--- src/rtl/module_while_read.sv ---
// Consumer/checker for the loop_if Ctrl-side index/done handshake: tracks loop progress,
// flags completion and protocol errors. Optional RUN idle timeout via LOOP_READ_TIMEOUT_EN.
module module_while_read #(
  parameter int unsigned LIMIT   = 10,
  parameter int unsigned IDX_W   = 4,
  parameter int unsigned CNT_W   = 5,
  parameter int unsigned TIMEOUT = 16
) (
  input  logic             clk,
  input  logic             rst_n,
  input  logic             sample_en,
  input  logic [IDX_W-1:0] loop_index,
  input  logic             loop_done,
  input  logic             clear_err,
  output logic             busy,
  output logic             complete,
  output logic             done_pulse,
  output logic             error,
  output logic [1:0]       err_code,
  output logic [CNT_W-1:0] iter_count,
  output logic [IDX_W-1:0] last_index
);

  if (LIMIT > (1 << IDX_W)) begin : g_bad_limit
    $error("LIMIT must not exceed 2**IDX_W");
  end
  if (TIMEOUT == 0) begin : g_bad_timeout
    $error("TIMEOUT must be nonzero");
  end

  localparam logic [IDX_W:0]   LimitExt = (IDX_W + 1)'(LIMIT);
  localparam logic [IDX_W-1:0] LastIdx  = IDX_W'(LIMIT - 1);

  localparam logic [1:0] ErrNone    = 2'd0;
  localparam logic [1:0] ErrStep    = 2'd1;
  localparam logic [1:0] ErrRange   = 2'd2;
  localparam logic [1:0] ErrTimeout = 2'd3;

  typedef enum logic [1:0] {StIdle, StRun, StDone, StErr} state_e;

  state_e           state_q, state_d;
  logic [CNT_W-1:0] iter_q, iter_d;
  logic [IDX_W-1:0] last_q, last_d;
  logic [1:0]       code_q, code_d;
  logic             complete_q, complete_d;

  logic idx_in_range;
  logic idx_is_next;

  assign idx_in_range = {1'b0, loop_index} < LimitExt;
  // Compared one bit wider so all-ones followed by 0 is never treated as a step.
  assign idx_is_next  = {1'b0, loop_index} == ({1'b0, last_q} + (IDX_W + 1)'(1));

`ifdef LOOP_READ_TIMEOUT_EN
  localparam int unsigned TmoW = $clog2(TIMEOUT + 1);
  localparam logic [TmoW-1:0] TmoLast = TmoW'(TIMEOUT - 1);

  logic [TmoW-1:0] tmo_q, tmo_d;

  always_comb begin
    tmo_d = '0;
    if (state_q == StRun && !sample_en) begin
      tmo_d = tmo_q + TmoW'(1);
    end
  end

  always_ff @(posedge clk or negedge rst_n) begin
    if (!rst_n) begin
      tmo_q <= '0;
    end else begin
      tmo_q <= tmo_d;
    end
  end
`endif

  always_ff @(posedge clk or negedge rst_n) begin
    if (!rst_n) begin
      state_q    <= StIdle;
      iter_q     <= '0;
      last_q     <= '0;
      code_q     <= ErrNone;
      complete_q <= 1'b0;
    end else begin
      state_q    <= state_d;
      iter_q     <= iter_d;
      last_q     <= last_d;
      code_q     <= code_d;
      complete_q <= complete_d;
    end
  end

  always_comb begin
    state_d    = state_q;
    iter_d     = iter_q;
    last_d     = last_q;
    code_d     = code_q;
    complete_d = complete_q;
    unique case (state_q)
      StIdle: begin
        // A done report while idle is the writer's disabled status and is ignored.
        if (sample_en && !loop_done) begin
          if (idx_in_range) begin
            state_d    = StRun;
            iter_d     = CNT_W'(1);
            last_d     = loop_index;
            complete_d = 1'b0;
          end else begin
            state_d = StErr;
            code_d  = ErrRange;
          end
        end
      end
      StRun: begin
        if (sample_en) begin
          if (loop_done) begin
            if (last_q == LastIdx) begin
              state_d    = StDone;
              complete_d = 1'b1;
            end else begin
              state_d = StErr;
              code_d  = ErrStep;
            end
          end else if (loop_index == last_q) begin
            state_d = StRun;
          end else if (idx_is_next && idx_in_range) begin
            iter_d = (iter_q == {CNT_W{1'b1}}) ? iter_q : iter_q + CNT_W'(1);
            last_d = loop_index;
          end else begin
            state_d = StErr;
            code_d  = idx_in_range ? ErrStep : ErrRange;
          end
        end
`ifdef LOOP_READ_TIMEOUT_EN
        else if (tmo_q == TmoLast) begin
          state_d = StErr;
          code_d  = ErrTimeout;
        end
`endif
      end
      StDone: begin
        state_d = StIdle;
      end
      StErr: begin
        if (clear_err) begin
          state_d = StIdle;
          code_d  = ErrNone;
          iter_d  = '0;
          last_d  = '0;
        end
      end
      default: begin
        state_d = StIdle;
      end
    endcase
  end

  always_comb begin
    busy       = (state_q == StRun);
    done_pulse = (state_q == StDone);
    error      = (state_q == StErr);
    complete   = complete_q;
    err_code   = code_q;
    iter_count = iter_q;
    last_index = last_q;
  end

endmodule
--- config.mk ---
export PLATFORM = sky130hd
export DESIGN_NAME = module_while_read
export DESIGN_NICKNAME = d
export VERILOG_FILES = /design/src/rtl/module_while_read.sv
export SDC_FILE = /design/constraint.sdc
export NUM_CORES = 1
export LEC_CHECK = 0
export CAP_MARGIN = 10
export CORE_UTILIZATION = 44
export CTS_CLUSTER_SIZE = 24
export DETAILED_ROUTE_END_ITERATION = 8
export PLACE_DENSITY = 0.75
export SETUP_SLACK_MARGIN = 0.1
export SLEW_MARGIN = 20
export SYNTH_ARGS = -nofsm -noshare
export SYNTH_HDL_FRONTEND = slang
export SYNTH_SLANG_ARGS = --single-unit
--- constraint.sdc ---
create_clock -name clk -period 1.85 [get_ports clk]
set_input_delay 0.37 -clock clk [delete_from_list [all_inputs] [get_ports clk]]
set_output_delay 0.37 -clock clk [all_outputs]
set_load 0.05 [all_outputs]
==> impl_metrics.yaml <==
placement:
  dp_worst_setup_slack_ps: -634
  placement.io_buffers: 23
  gpl.final_weighted_congestion: 0.908
  place.detailed.hpwl_mm: 2.31
critical_path:
  type_of_origin_of_the_critical_path: "register"
  path_common_cell: "buf_4"
  cp-end-kind: "register"
  worst_path_dominant_cell_family: "simple AND/OR/NAND/NOR gates"
  crit_chain: "ha_4, xor2_1, nand4b_1, buf_4, nor4b_4, buf_4, nand2_1, o41ai_2"
  critical_path.max_fanout: 4
  reg_to_reg_startpoint: "last_index[0]$_DFFE_PN0P_"
  critPathArrivalTime_ps: 2340
  critical_path.reg2reg.endpoint: "iter_count[2]$_DFFE_PN0P_"
  rrSetupSlack_ps: -290
  r2r_cell_count: 8
  cell_at_the_slowest_stage_of_the_critical_path: "dfrtp_2"
  slowest_delay_ps: 460
  worst_endpoint_required_time_ps: 2050
  cp.buffers_inverters: 2
  criticalPathCategory: "reg -> reg"
pwr:
  pwr_density_cell_nw_per_um2: 1870
  p_sw_frac: 0.507
  power_frac_comb: 0.750
  pwr-share-seq: 0.178
  pwr-share-clk: 0.072
  power_report.internal_total_w: 0.00159
  power.switching_w: 0.00164
  peakVddDrop_v: 0.00137
  power_leakage_nw: 0.799
routing:
  via_count: 1180
  drcViolationCount: 0
  dr.max_layer_used: "met4"
  vias_per_cell: 5.87
  routed_wirelength_mm: 3.63
  detail_route.iter0.violations: 49
  routed_len_inst_um: 18.1
  met3RoutedLength_um: 274
  met1_length_mm: 1.43
  wl_met2_mm: 1.78
  antenna_left: 0
  drtPass1Iterations: 4
synthesis:
  synth_top_cell_by_area: "dfrtp_1"
  syn_nets: 125
  post-synth-top-area-fraction: 0.353
  synth_sequential_area_ratio: 0.353
  synth_area_per_cell_sq_um: 8.86
  post_synth_num_cell_types: 39
  async_reset_ff_frac: 1.00
  main_area_contributors_after_synthesis: "dfrtp_1, ha_1, a21oi_1"
  cells_after_synthesis: 112
  ys_seq_elements: 14
  edff_count_synth: 0
  netlist_area_sq_um: 992
  synth-warning-count: 0
  synth_ff_type: "dfrtp_1"
global_routing:
  vias_in_the_first_global_route: 1135
  grt_max_degree: 15
  grt_util_all_layers: 0.287
  antenna_violations_before_repair: 0
  globalRoute.totalOverflow: 0
  global_route_wire_length_before_repair_mm: 5.19
run_status:
  violations: "setup timing"
  status: "complete, but fails checks"
floorplanning:
  io-pin-count: 24
  die_area_sq_um: 2450
  core.rowCount: 16
  die_h_um: 49.5
  die_width_um: 49.5
  initial_utilization: 0.486
  core_area_sq_um: 2040
sta:
  final.min_clock_period_ps: 2140
  skew_ps: 2.33
  setup_viol: 12
  worst_slew_pin_slew_ps: 435
  final_hold_viol_count: 0
  finalSetupTns_ps: -2500
  slew-limit-headroom: 0.709
  final_max_slew_viol_count: 0
  rsz0062_at_grt: "yes"
  setup_slack_ps: -285
  fmaxAchievable_mhz: 468
  worst_hold_slack_ps: 374
  final_min_period_over_clock_period: 1.15
clocking:
  post_cts_hold_buffer_count: 0
  clock_tree.htree_level_count: 1
  tritoncts_clock_tree: "yes"
  cts-buffers-inserted: 3
  clkSinkCount: 14
  cts_buffer_depth: 2
  clk_pin_slew_worst_paths_ps: 90
  cts_root_buffer: "clkbuf_4"
  clk_latency_ps: 300
final_layout:
  postLayoutCoreUtil: 0.846
  area_delta_synth_final_pct: 74.0
  layout_commonest_cell: "buf_4"
  num-fill-cells: 116
  antennaDiodeCount: 0
  final_cell_mix: "buf_4, nand2_1, inv_1"
  fin_nets: 188
  layout_cell_share_with_drive_strength_beyond_1: 0.529
job:
  max-cap-violations: 0
hold_path:
  worstHoldPathType: "in -> async"
logic make-up after synthesis:
kind of cell,count (synthesis),synth area share
adder cells (fa/ha/maj),4,0.0504
AO/OA/AOI/OAI,28,0.193
buffers and inverters,13,0.0542
flip-flops,14,0.353
multiplexers,6,0.0631
AND/OR/NAND/NOR,40,0.209
XOR/XNOR,7,0.0769
through the flow:
step | total power (W) | area [sq um] | instances
after detailed placement | 0.00265 | 1530 | 194
after global placement | 0.00258 | 1530 | 194
after CTS | 0.00297 | 1620 | 200
after floorplan | 0.00178 | 1030 | 112
final | 0.00323 | 1730 | 201
after global routing | 0.00339 | 1730 | 201
worst max path at each step:
stage / start / to / depth (start not counted)
floorplan: last_index[1]$_DFFE_PN0P_ / last_index[0]$_DFFE_PN0P_ / 7
global placement: loop_index[2] / last_index[0]$_DFFE_PN0P_ / 5
detailed placement: loop_index[2] / last_index[1]$_DFFE_PN0P_ / 5
CTS: last_index[1]$_DFFE_PN0P_ / last_index[1]$_DFFE_PN0P_ / 6
global route: last_index[0]$_DFFE_PN0P_ / iter_count[2]$_DFFE_PN0P_ / 8
finish: last_index[0]$_DFFE_PN0P_ / iter_count[2]$_DFFE_PN0P_ / 8
area by class of cell:
class                   count  area [sq um]  share of cell area
flip-flops and latches     14           359               0.208
well taps                  27          33.8              0.0196
repair buffers             61           527               0.305
clock buffers               4          36.3              0.0210
inverters                  10          37.5              0.0217
multi-input cells          85           733               0.425
power by group through the flow:
stage | sequential [W] | clock [W] | combinational, W
after floorplan | 0.000888 | 0 | 0.000892
after global placement | 0.000547 | 0 | 0.00203
after detailed placement | 0.000554 | 0 | 0.00210
after CTS | 0.000558 | 0.000232 | 0.00218
after global routing | 0.000590 | 0.000251 | 0.00255
final | 0.000575 | 0.000234 | 0.00242
Yosys cell counts, types with 3 or more instances:
master	instances
dfrtp_1	14
nand2_1	12
inv_1	10
nor2_1	10
a21oi_1	9
ha_1	4
mux2i_1	4
o21ai_0	3
o31ai_1	3
xnor2_1	3
xor2_1	3
registers in the layout, summed over array words and instances (netlist names):
register and count:
complete 1, err_code 2, iter_count 5, last_index 4, state_q 2
repair_timing:
action | 4_1_cts | 5_1_grt
cloned | 0 | 0
setup endpoints to repair | 13 | 16
gates resized for setup | 9 | 24
pin swaps | 12 | 9
buffers inserted | 2 | 1
routing by layer:
layer  up-vias  GRT usage
met2        75      0.479
met1       570      0.343
met4         0      0.152
li1        521          -
met3        14     0.0617
met5         -          0
Note: power is estimated with default switching activity, not from simulation.
